File: config.mk
export PLATFORM = sky130hd
export DESIGN_NAME = mult_cpa_pipe
export DESIGN_NICKNAME = d
export VERILOG_FILES = /design/src/rtl/mult_pkg.sv /design/src/rtl/rca_seg.sv /design/src/rtl/mult_cpa_pipe.sv
export SDC_FILE = /design/constraint.sdc
export NUM_CORES = 1
export LEC_CHECK = 0
export CAP_MARGIN = 20
export CORE_MARGIN = 2
export CORE_UTILIZATION = 51
export CTS_BUF_LIST = sky130_fd_sc_hd__clkbuf_2
export DETAILED_ROUTE_END_ITERATION = 10
export GPL_ROUTABILITY_DRIVEN = 0
export PLACE_DENSITY_LB_ADDON = 0.25
export RECOVER_POWER = 25
export SETUP_SLACK_MARGIN = 0.3
export SLEW_MARGIN = 20
export SYNTH_ARGS = -nofsm -noshare
export SYNTH_HDL_FRONTEND = slang
export SYNTH_SLANG_ARGS = --single-unit
export TNS_END_PERCENT = 20
File: constraint.sdc
create_clock -name clk -period 7.3 [get_ports clk]
set_input_delay 1.46 -clock clk [delete_from_list [all_inputs] [get_ports clk]]
set_output_delay 1.46 -clock clk [all_outputs]
set_load 0.01 [all_outputs]
File: src/rtl/mult_pkg.sv
// Shared types and default geometry for the approximate multiplier's final adder stage.
package mult_pkg;

  localparam int MULT_W          = 32;
  localparam int MULT_SPLIT      = 16;
  localparam int MULT_APPROX_LSB = 8;

  typedef logic [MULT_W-1:0] mult_row_t;

  typedef struct packed {
    logic [MULT_SPLIT-1:0]        lo;
    logic                         c1;
    logic [MULT_W-MULT_SPLIT-1:0] s_hi;
    logic [MULT_W-MULT_SPLIT-1:0] c_hi;
    logic                         approx;
  } cpa_s1_t;

endpackage

File: src/rtl/rca_seg.sv
// N-bit ripple-carry adder segment built from full-adder cells; purely combinational.
module rca_seg #(
  parameter int N = 16
) (
  input  logic [N-1:0] a,
  input  logic [N-1:0] b,
  input  logic         cin,
  output logic [N-1:0] sum,
  output logic         cout
);

  logic [N:0] cy;

  assign cy[0] = cin;

  for (genvar i = 0; i < N; i++) begin : g_fa
    assign sum[i]  = a[i] ^ b[i] ^ cy[i];
    assign cy[i+1] = (a[i] & b[i]) | (cy[i] & (a[i] ^ b[i]));
  end

  assign cout = cy[N];

endmodule

File: src/rtl/mult_cpa_pipe.sv
// Two-stage carry-propagate adder for the compressor tree's sum/carry rows, optional OR-approximated LSBs.
// Latency 2, 1 item/cycle; holds up to 2 items under backpressure, in_ready is combinational from out_ready.
module mult_cpa_pipe
  import mult_pkg::*;
#(
  parameter int W          = MULT_W,
  parameter int SPLIT      = MULT_SPLIT,
  parameter int APPROX_LSB = MULT_APPROX_LSB
) (
  input  logic         clk,
  input  logic         rst_n,
  input  logic         in_valid,
  output logic         in_ready,
  input  logic [W-1:0] row_s,
  input  logic [W-1:0] row_c,
  input  logic         approx_en,
  output logic         out_valid,
  input  logic         out_ready,
  output logic [W-1:0] product,
  output logic         out_approx
);

  localparam int HI_W = W - SPLIT;
  localparam logic [SPLIT-1:0] OR_MASK = {SPLIT{1'b1}} >> (SPLIT - APPROX_LSB);

  cpa_s1_t           s1_q;
  logic              v1;
  logic              v2;
  logic              adv1;
  logic              adv2;
  logic [SPLIT-1:0]  or_bits;
  logic [SPLIT-1:0]  lo_a;
  logic [SPLIT-1:0]  lo_b;
  logic [SPLIT-1:0]  lo_sum;
  logic              lo_cout;
  logic [SPLIT-1:0]  lo_res;
  logic [HI_W-1:0]   hi_sum;
  logic              hi_cout_unused;

  assign adv2     = !v2 || out_ready;
  assign adv1     = !v1 || adv2;
  assign in_ready = adv1;
  assign out_valid = v2;

  // Zeroing the approximated bits before the adder kills their carry, so the
  // exact part above starts with cin=0 and those sum bits come out as 0.
  assign or_bits = approx_en ? OR_MASK : '0;
  assign lo_a    = row_s[SPLIT-1:0] & ~or_bits;
  assign lo_b    = row_c[SPLIT-1:0] & ~or_bits;
  assign lo_res  = lo_sum | ((row_s[SPLIT-1:0] | row_c[SPLIT-1:0]) & or_bits);

  rca_seg #(.N(SPLIT)) u_lo (
    .a    (lo_a),
    .b    (lo_b),
    .cin  (1'b0),
    .sum  (lo_sum),
    .cout (lo_cout)
  );

  rca_seg #(.N(HI_W)) u_hi (
    .a    (s1_q.s_hi),
    .b    (s1_q.c_hi),
    .cin  (s1_q.c1),
    .sum  (hi_sum),
    .cout (hi_cout_unused)
  );

  always_ff @(posedge clk or negedge rst_n) begin
    if (!rst_n) begin
      v1   <= 1'b0;
      s1_q <= '0;
    end else if (adv1) begin
      v1 <= in_valid;
      if (in_valid) begin
        s1_q <= '{lo:     lo_res,
                  c1:     lo_cout,
                  s_hi:   row_s[W-1:SPLIT],
                  c_hi:   row_c[W-1:SPLIT],
                  approx: approx_en};
      end
    end
  end

  always_ff @(posedge clk or negedge rst_n) begin
    if (!rst_n) begin
      v2         <= 1'b0;
      product    <= '0;
      out_approx <= 1'b0;
    end else if (adv2) begin
      v2 <= v1;
      if (v1) begin
        product    <= {hi_sum, s1_q.lo};
        out_approx <= s1_q.approx;
      end
    end
  end

endmodule

==> Word-level counts from Yosys, hierarchy flattened <==
Index checks and enable logic that the tools add are counted.
{ "totals": {"reg_bits": 85, "inputBits": 69, "out_inout_bits": 35, "wordCells": 176} }
{ "classes": {"muxes": 1, "bitwise": 160, "reduce_logical": 6} }
{ "ops": {"columns": ["operator", "count"], "rows": [
  ["bitwise XOR 1 bit", 63],
  ["bitwise AND 1 bit", 61],
  ["bitwise AND 16 bit", 2],
  ["bitwise OR 16 bit", 2],
  ["bitwise OR 1 bit", 30],
  ["bitwise AND 16 x 8 -> 16 bit", 1],
  ["NOT 8 -> 16 bit", 1],
  ["2-to-1 mux 8 bit", 1],
  ["AND reduction 2 bit", 2],
  ["zero test 1 bit", 2],
  ["logical OR 1 bit", 2]
]} }

==> Depth between registers and ports, before layout <==
{ "depth": {"depth_word": 34, "mapped_depth": 22, "ltp_nobuf": 21} }

==> Hierarchy <==
Synthesis repeated with hierarchy kept, for this count alone.
{ "unflattened": {"cells_unflattened": 279, "hier_area_um2": 4322.9} }
{ "modules_own_cells": {"columns": ["mod", "n_inst", "cells_each", "area_per_inst_um2", "seq_area_each_um2"], "rows": [
  ["mult_cpa_pipe", 1, 227, 3607.2, 2127.0],
  ["rca_seg", 2, 26, 357.8, 0.0]
]} }

==> Least setup slack after synthesis <==
Ideal clock, no wire load.
{ "synth_timing": {"kind": "input-to-reg", "startpoint": "in approx_en", "endpoint": "reg s1_q[49] in the netlist's numbering", "setup_time_ps": 79, "t_arrival_ps": 7259, "required_time_ps": 7221, "slack_ps": -39, "stages": 22, "path_cell_list": "clkbuf_1 -> nor2b_1 -> ha_1 -> inv_1 -> fa_1 -> fa_1 -> fa_1 -> inv_1 -> fa_1 -> fa_1 -> fa_1 -> fa_1 -> fa_1 -> fa_1 -> fa_1 -> fa_1 -> fa_1 -> fa_1 -> fa_1 -> inv_1 -> fa_1 -> mux2i_1"} }
{ "synth_via": {"elab_chain_cells": 34, "elab_cells_between_ends": 49} }
{ "synth_lines": {"columns": ["element", "line_no", "source"], "rows": [
  ["start, declared", "mult_cpa_pipe.sv:16", "input logic approx_en,"],
  ["2-to-1 mux 8 bit (*)", "mult_cpa_pipe.sv:47", "assign or_bits = approx_en ? OR_MASK : '0;"],
  ["NOT 8 -> 16 bit (*)", "mult_cpa_pipe.sv:48, mult_cpa_pipe.sv:49", null],
  ["bitwise AND 16 bit, on equally long branches", "mult_cpa_pipe.sv:48, mult_cpa_pipe.sv:49", null],
  ["bitwise AND 1 bit / bitwise XOR 1 bit (equally long branches)", "rca_seg.sv:18", "assign cy[i+1] = (a[i] & b[i]) | (cy[i] & (a[i] ^ b[i]));"],
  ["bitwise AND 1 bit", "rca_seg.sv:18", null],
  ["bitwise OR 1 bit", "rca_seg.sv:18", null],
  ["bitwise AND 1 bit", "rca_seg.sv:18", null],
  ["bitwise OR 1 bit", "rca_seg.sv:18", null],
  ["[... 18 more ...]", null, null],
  ["bitwise AND 1 bit (*)", "rca_seg.sv:18", null],
  ["bitwise OR 1 bit (*)", "rca_seg.sv:18", null],
  ["bitwise AND 1 bit (*)", "rca_seg.sv:18", null],
  ["bitwise OR 1 bit (*)", "rca_seg.sv:18", null],
  ["bitwise AND 1 bit (*)", "rca_seg.sv:18", null],
  ["bitwise OR 1 bit (*)", "rca_seg.sv:18", null],
  ["bitwise XOR 1 bit (*)", "rca_seg.sv:17", "assign sum[i] = a[i] ^ b[i] ^ cy[i];"],
  ["bitwise OR 16 bit (*)", "mult_cpa_pipe.sv:50", "assign lo_res = lo_sum | ((row_s[SPLIT-1:0] | row_c[SPLIT-1:0]) & or_bits);"],
  ["end signal, assigned", "mult_cpa_pipe.sv:75", "s1_q <= '{lo: lo_res,"],
  ["end, declared", "mult_cpa_pipe.sv:26", "cpa_s1_t s1_q;"]
]} }
Every way passes the cells marked *; elsewhere a longest branch is shown, timed or not.
A chain may end at the register's enable or synchronous reset.

==> Worst setup path in the final report <==
{ "layout_timing": {"startpoint": "in row_c[0]", "endpoint": "reg s1_q[49] in the netlist's numbering"} }
{ "layout_via": {"elab_chain_cells": 32} }
{ "layout_lines": {"columns": ["element", "line_no", "source"], "rows": [
  ["start, declared", "mult_cpa_pipe.sv:15", "input logic [W-1:0] row_c,"],
  ["bitwise AND 16 bit", "mult_cpa_pipe.sv:49", "assign lo_b = row_c[SPLIT-1:0] & ~or_bits;"],
  ["bitwise AND 1 bit (2 in series)", "rca_seg.sv:18", null],
  ["bitwise OR 1 bit", "rca_seg.sv:18", null],
  ["bitwise AND 1 bit", "rca_seg.sv:18", null],
  ["bitwise OR 1 bit", "rca_seg.sv:18", null],
  ["bitwise AND 1 bit", "rca_seg.sv:18", null],
  ["bitwise OR 1 bit", "rca_seg.sv:18", null],
  ["bitwise AND 1 bit", "rca_seg.sv:18", null],
  ["[... 15 more ...]", null, null],
  ["bitwise AND 1 bit", "rca_seg.sv:18", null],
  ["bitwise OR 1 bit", "rca_seg.sv:18", null],
  ["bitwise AND 1 bit", "rca_seg.sv:18", null],
  ["bitwise OR 1 bit", "rca_seg.sv:18", null],
  ["bitwise AND 1 bit", "rca_seg.sv:18", null],
  ["bitwise OR 1 bit", "rca_seg.sv:18", null],
  ["bitwise XOR 1 bit", "rca_seg.sv:17", null],
  ["bitwise OR 16 bit", "mult_cpa_pipe.sv:50", null]
]} }
Every way passes these cells.

==> results.md <==
* Pre-antenna DRT Iters at 4
* Synth top area cells: dfrtp_1 (50%), fa_1 (14%), mux2_4 (13%)
* Status: finished, violations left
* Post-synth top area cell: dfrtp_1
* Global Route Usage Sum at 18.4%
* Final setup fails at 0
* Least-Margin Pin Slew at 4.39 ns
* Worst-path clk slew at 0.23 ns
* Sequential share of power at 44.5%
* Final min period at 6.92 ns
* Final hold violations at 0
* Power per Cell Area at 272 mW/mm^2
* Achievable Freq at 145 MHz
* Final core utilization at 68.0%
* Vias in the first global route at 2603
* Static Leakage at 0.00241 uW
* Vias per Instance at 5.05
* Drt initial violations at 46
* CP startpoint kind: input port
* Fillers at 577
* Hold crit path type: reg -> reg
* Slowest stage cell, crit path: fa_2
* Worst IR Drop VDD at 136 uV
* Number of diodes at 0
* TritonCTS Sinks at 85
* I/O pin cnt at 104
* Post-route ant nets at 0
* Post-synth EDFFs at 0
* CTS Buffer Depth at 2
* Initial Utilization at 52.3%
* Die Span Y at 95.4 um
* Drt wl/cell at 16.1 um
* P_int at 1080 uW
* Mapped cell area at 0.00426 mm^2
* Clock Skew at 0.0395 ns
* Initial antenna violation count at 0
* Final nets at 472
* H-tree depth at 3
* Worst Path Arrival at 7.38 ns
* First-pass GRT wire length at 12400 um
* Largest net degree at the start of global routing at 86
* Core area at 0.00813 mm^2
* Final setup margin at 0.380 ns
* Total power draw at 1510 uW
* Part of the power in combinational logic at 34.3%
* CTS tree: done
* Syn-to-layout area delta at 30.0%
* Routed wire length at 7750 um
* DP Worst Slack at -0.331 ns
* Critical path type: in -> reg
* TritonCTS Buffers at 9
* Share of the synthesized area in the top cell type at 50.0%
* #FFs+latches synth at 85
* CTS root buf: clkbuf_2
* Clk_lat worst skew at 0.54 ns
* Failing checks: capacitance limit, slew limit
* Die span in x at 95.4 um
* Post-route DRC at 0
* Predominant post-synthesis flop cell: dfrtp_1
* Row count at 33
* Synth Area per Inst at 15.9 um^2
* Mapped Nets at 368
* Switching Fraction at 28.5%
* Final TNS setup at 0 ns
* Layout cells sized above 1 at 31.0%
* Seq/Total Area, Yosys at 50.0%
* CP max FO at 2
* Crit. End Element: flip-flop
* CP Cell Sequence: dlymetal6s2s_1 -> nor2b_4 -> ha_2 -> inv_2 -> fa_2 -> fa_2 -> fa_2 -> inv_2 -> fa_2 -> fa_2 -> fa_2 -> fa_2 -> fa_2 -> fa_2 -> fa_2 -> fa_2 -> fa_2 -> fa_2 -> fa_2 -> inv_2 -> fa_1 -> mux2i_1
* Netlist cell types at 20
* Ys async rst share at 100%
* Required time of the critical path at 7.76 ns
* Global route overflow at 0
* PortBufs at 103
* Mapped Cells at 268
* Die area at 0.00909 mm^2
* Synth top cells by count: dfrtp_1 (85), mux2_4 (38), mux2_2 (34), fa_1 (30), inv_1 (17)
* Clock share of power at 21.2%
* Post-CTS Setup Inserts at 0
* Most frequent cell after synthesis: dfrtp_1
* Synth Warn # at 0
* Max_slew headroom at -193%
* CP max stage delay at 0.43 ns
* Total number of vias at 2432
* HPWL Detailed at 5360 um
* RSZ-0062 raised after global routing: true
* Max-cap violation count at 1
* Most common cell on crit path: fa_2
* Fin crit share at 94.8%
* Pins over their slew limit at 86
* P_sw at 429 uW
final timing paths:
path / depth (start not counted) / slack [ns] / from / end
worst max-delay path: 22 / 0.38 / row_c[0] / s1_q[49]$_DFFE_PN0P_
worst min-delay path: 1 / 0.54 / product[12]$_DFFE_PN0P_ / product[12]$_DFFE_PN0P_
worst max register to register: 19 / 0.58 / s1_q[1]$_DFFE_PN0P_ / product[31]$_DFFE_PN0P_
worst min register to register: 1 / 0.54 / product[12]$_DFFE_PN0P_ / product[12]$_DFFE_PN0P_
max in group asynchronous: 1 / 2.43 / rst_n / s1_q[46]$_DFFE_PN0P_
min in group asynchronous: 1 / 2.43 / rst_n / s1_q[6]$_DFFE_PN0P_
area by class of cell:
type	count	area (um^2)	share of cell area [%]
clock buffer	9	45.0	0.814
clock inverter	7	121	2.19
inverter	17	63.8	1.15
multi-input combinational	154	1990	36.1
sequential	85	2130	38.5
tap	105	131	2.38
timing repair buffer	105	1050	19.0
power groups by stage:
| stage | registers (uW) | clock network [uW] | logic [uW] |
|---|---|---|---|
| after CTS | 672 | 327 | 523 |
| after floorplan | 706 | 0 | 238 |
| final | 670 | 319 | 516 |
| after global routing | 689 | 350 | 565 |
| after global placement | 677 | 0 | 504 |
| after detailed placement | 682 | 0 | 521 |
critical path: cells and delay by family:
family	cells	cell delay, ns
AND/OR/NAND/NOR	1	0.13
buffers and inverters	4	0.29
adder cells (fa/ha/maj)	16	5.36
multiplexers	1	0.12
metal layers:
layer	GRT usage (%)	up-vias	part of all wire [%]
met5	0	-	0
met1	23.6	1255	43
li1	-	1114	-
met4	6.88	0	1.3
met2	30.3	56	52
met3	4.58	7	4.6
through the flow:
stage / cell area (um^2) / cells / hold slack (ns)
3_3_place_gp: 5310 / 466 / 0.487
3_5_place_dp: 5310 / 466 / 0.494
2_1_floorplan: 4280 / 268 / 0.477
4_1_cts: 5480 / 482 / 0.530
6_report: 5530 / 482 / 0.537
5_1_grt: 5530 / 482 / 0.555
layout by cell type (no fill, tap or decap), types with 2 or more instances in the layout:
| master | synthesis | final |
|---|---|---|
| a21oi_1 | 8 | 8 |
| a41oi_1 | 8 | 8 |
| bufinv_16 | 0 | 3 |
| clkbuf_2 | 0 | 10 |
| clkdlybuf4s50_1 | 0 | 97 |
| dfrtp_1 | 85 | 85 |
| dlymetal6s2s_1 | 0 | 4 |
| fa_1 | 30 | 14 |
| fa_2 | 0 | 16 |
| inv_1 | 17 | 14 |
| inv_2 | 0 | 3 |
| inv_6 | 0 | 2 |
| mux2_2 | 34 | 34 |
| mux2_4 | 38 | 38 |
| mux2i_1 | 3 | 3 |
| nand2b_1 | 9 | 8 |
| nor2b_1 | 10 | 8 |
| nor2b_4 | 0 | 2 |
| o21ai_0 | 8 | 8 |
| xnor2_1 | 2 | 2 |
sequential cells by signal, summed over array words and instances (netlist names):
register / count
out_valid: 1
v1: 1
out_approx: 1
product: 32
s1_q: 50
logic make-up after synthesis:
logic type	count (synthesis)	share of synthesized area, %
flops	85	50.0
fa+ha+maj	31	14.4
mux	75	23.1
simple gates	22	3.88
xor+xnor	2	0.412
buf+inv	29	4.70
compound gates	24	3.53
timing repair:
action | CTS | global route
gates cloned | 0 | 0
endpoints found under the setup margin | 1 | 3
hold endpoints to repair | 0 | 0
resized for setup | 1 | 25
hold buffers | 0 | 0
pin swaps | 0 | 15
Power figures use the tool's default switching activity.
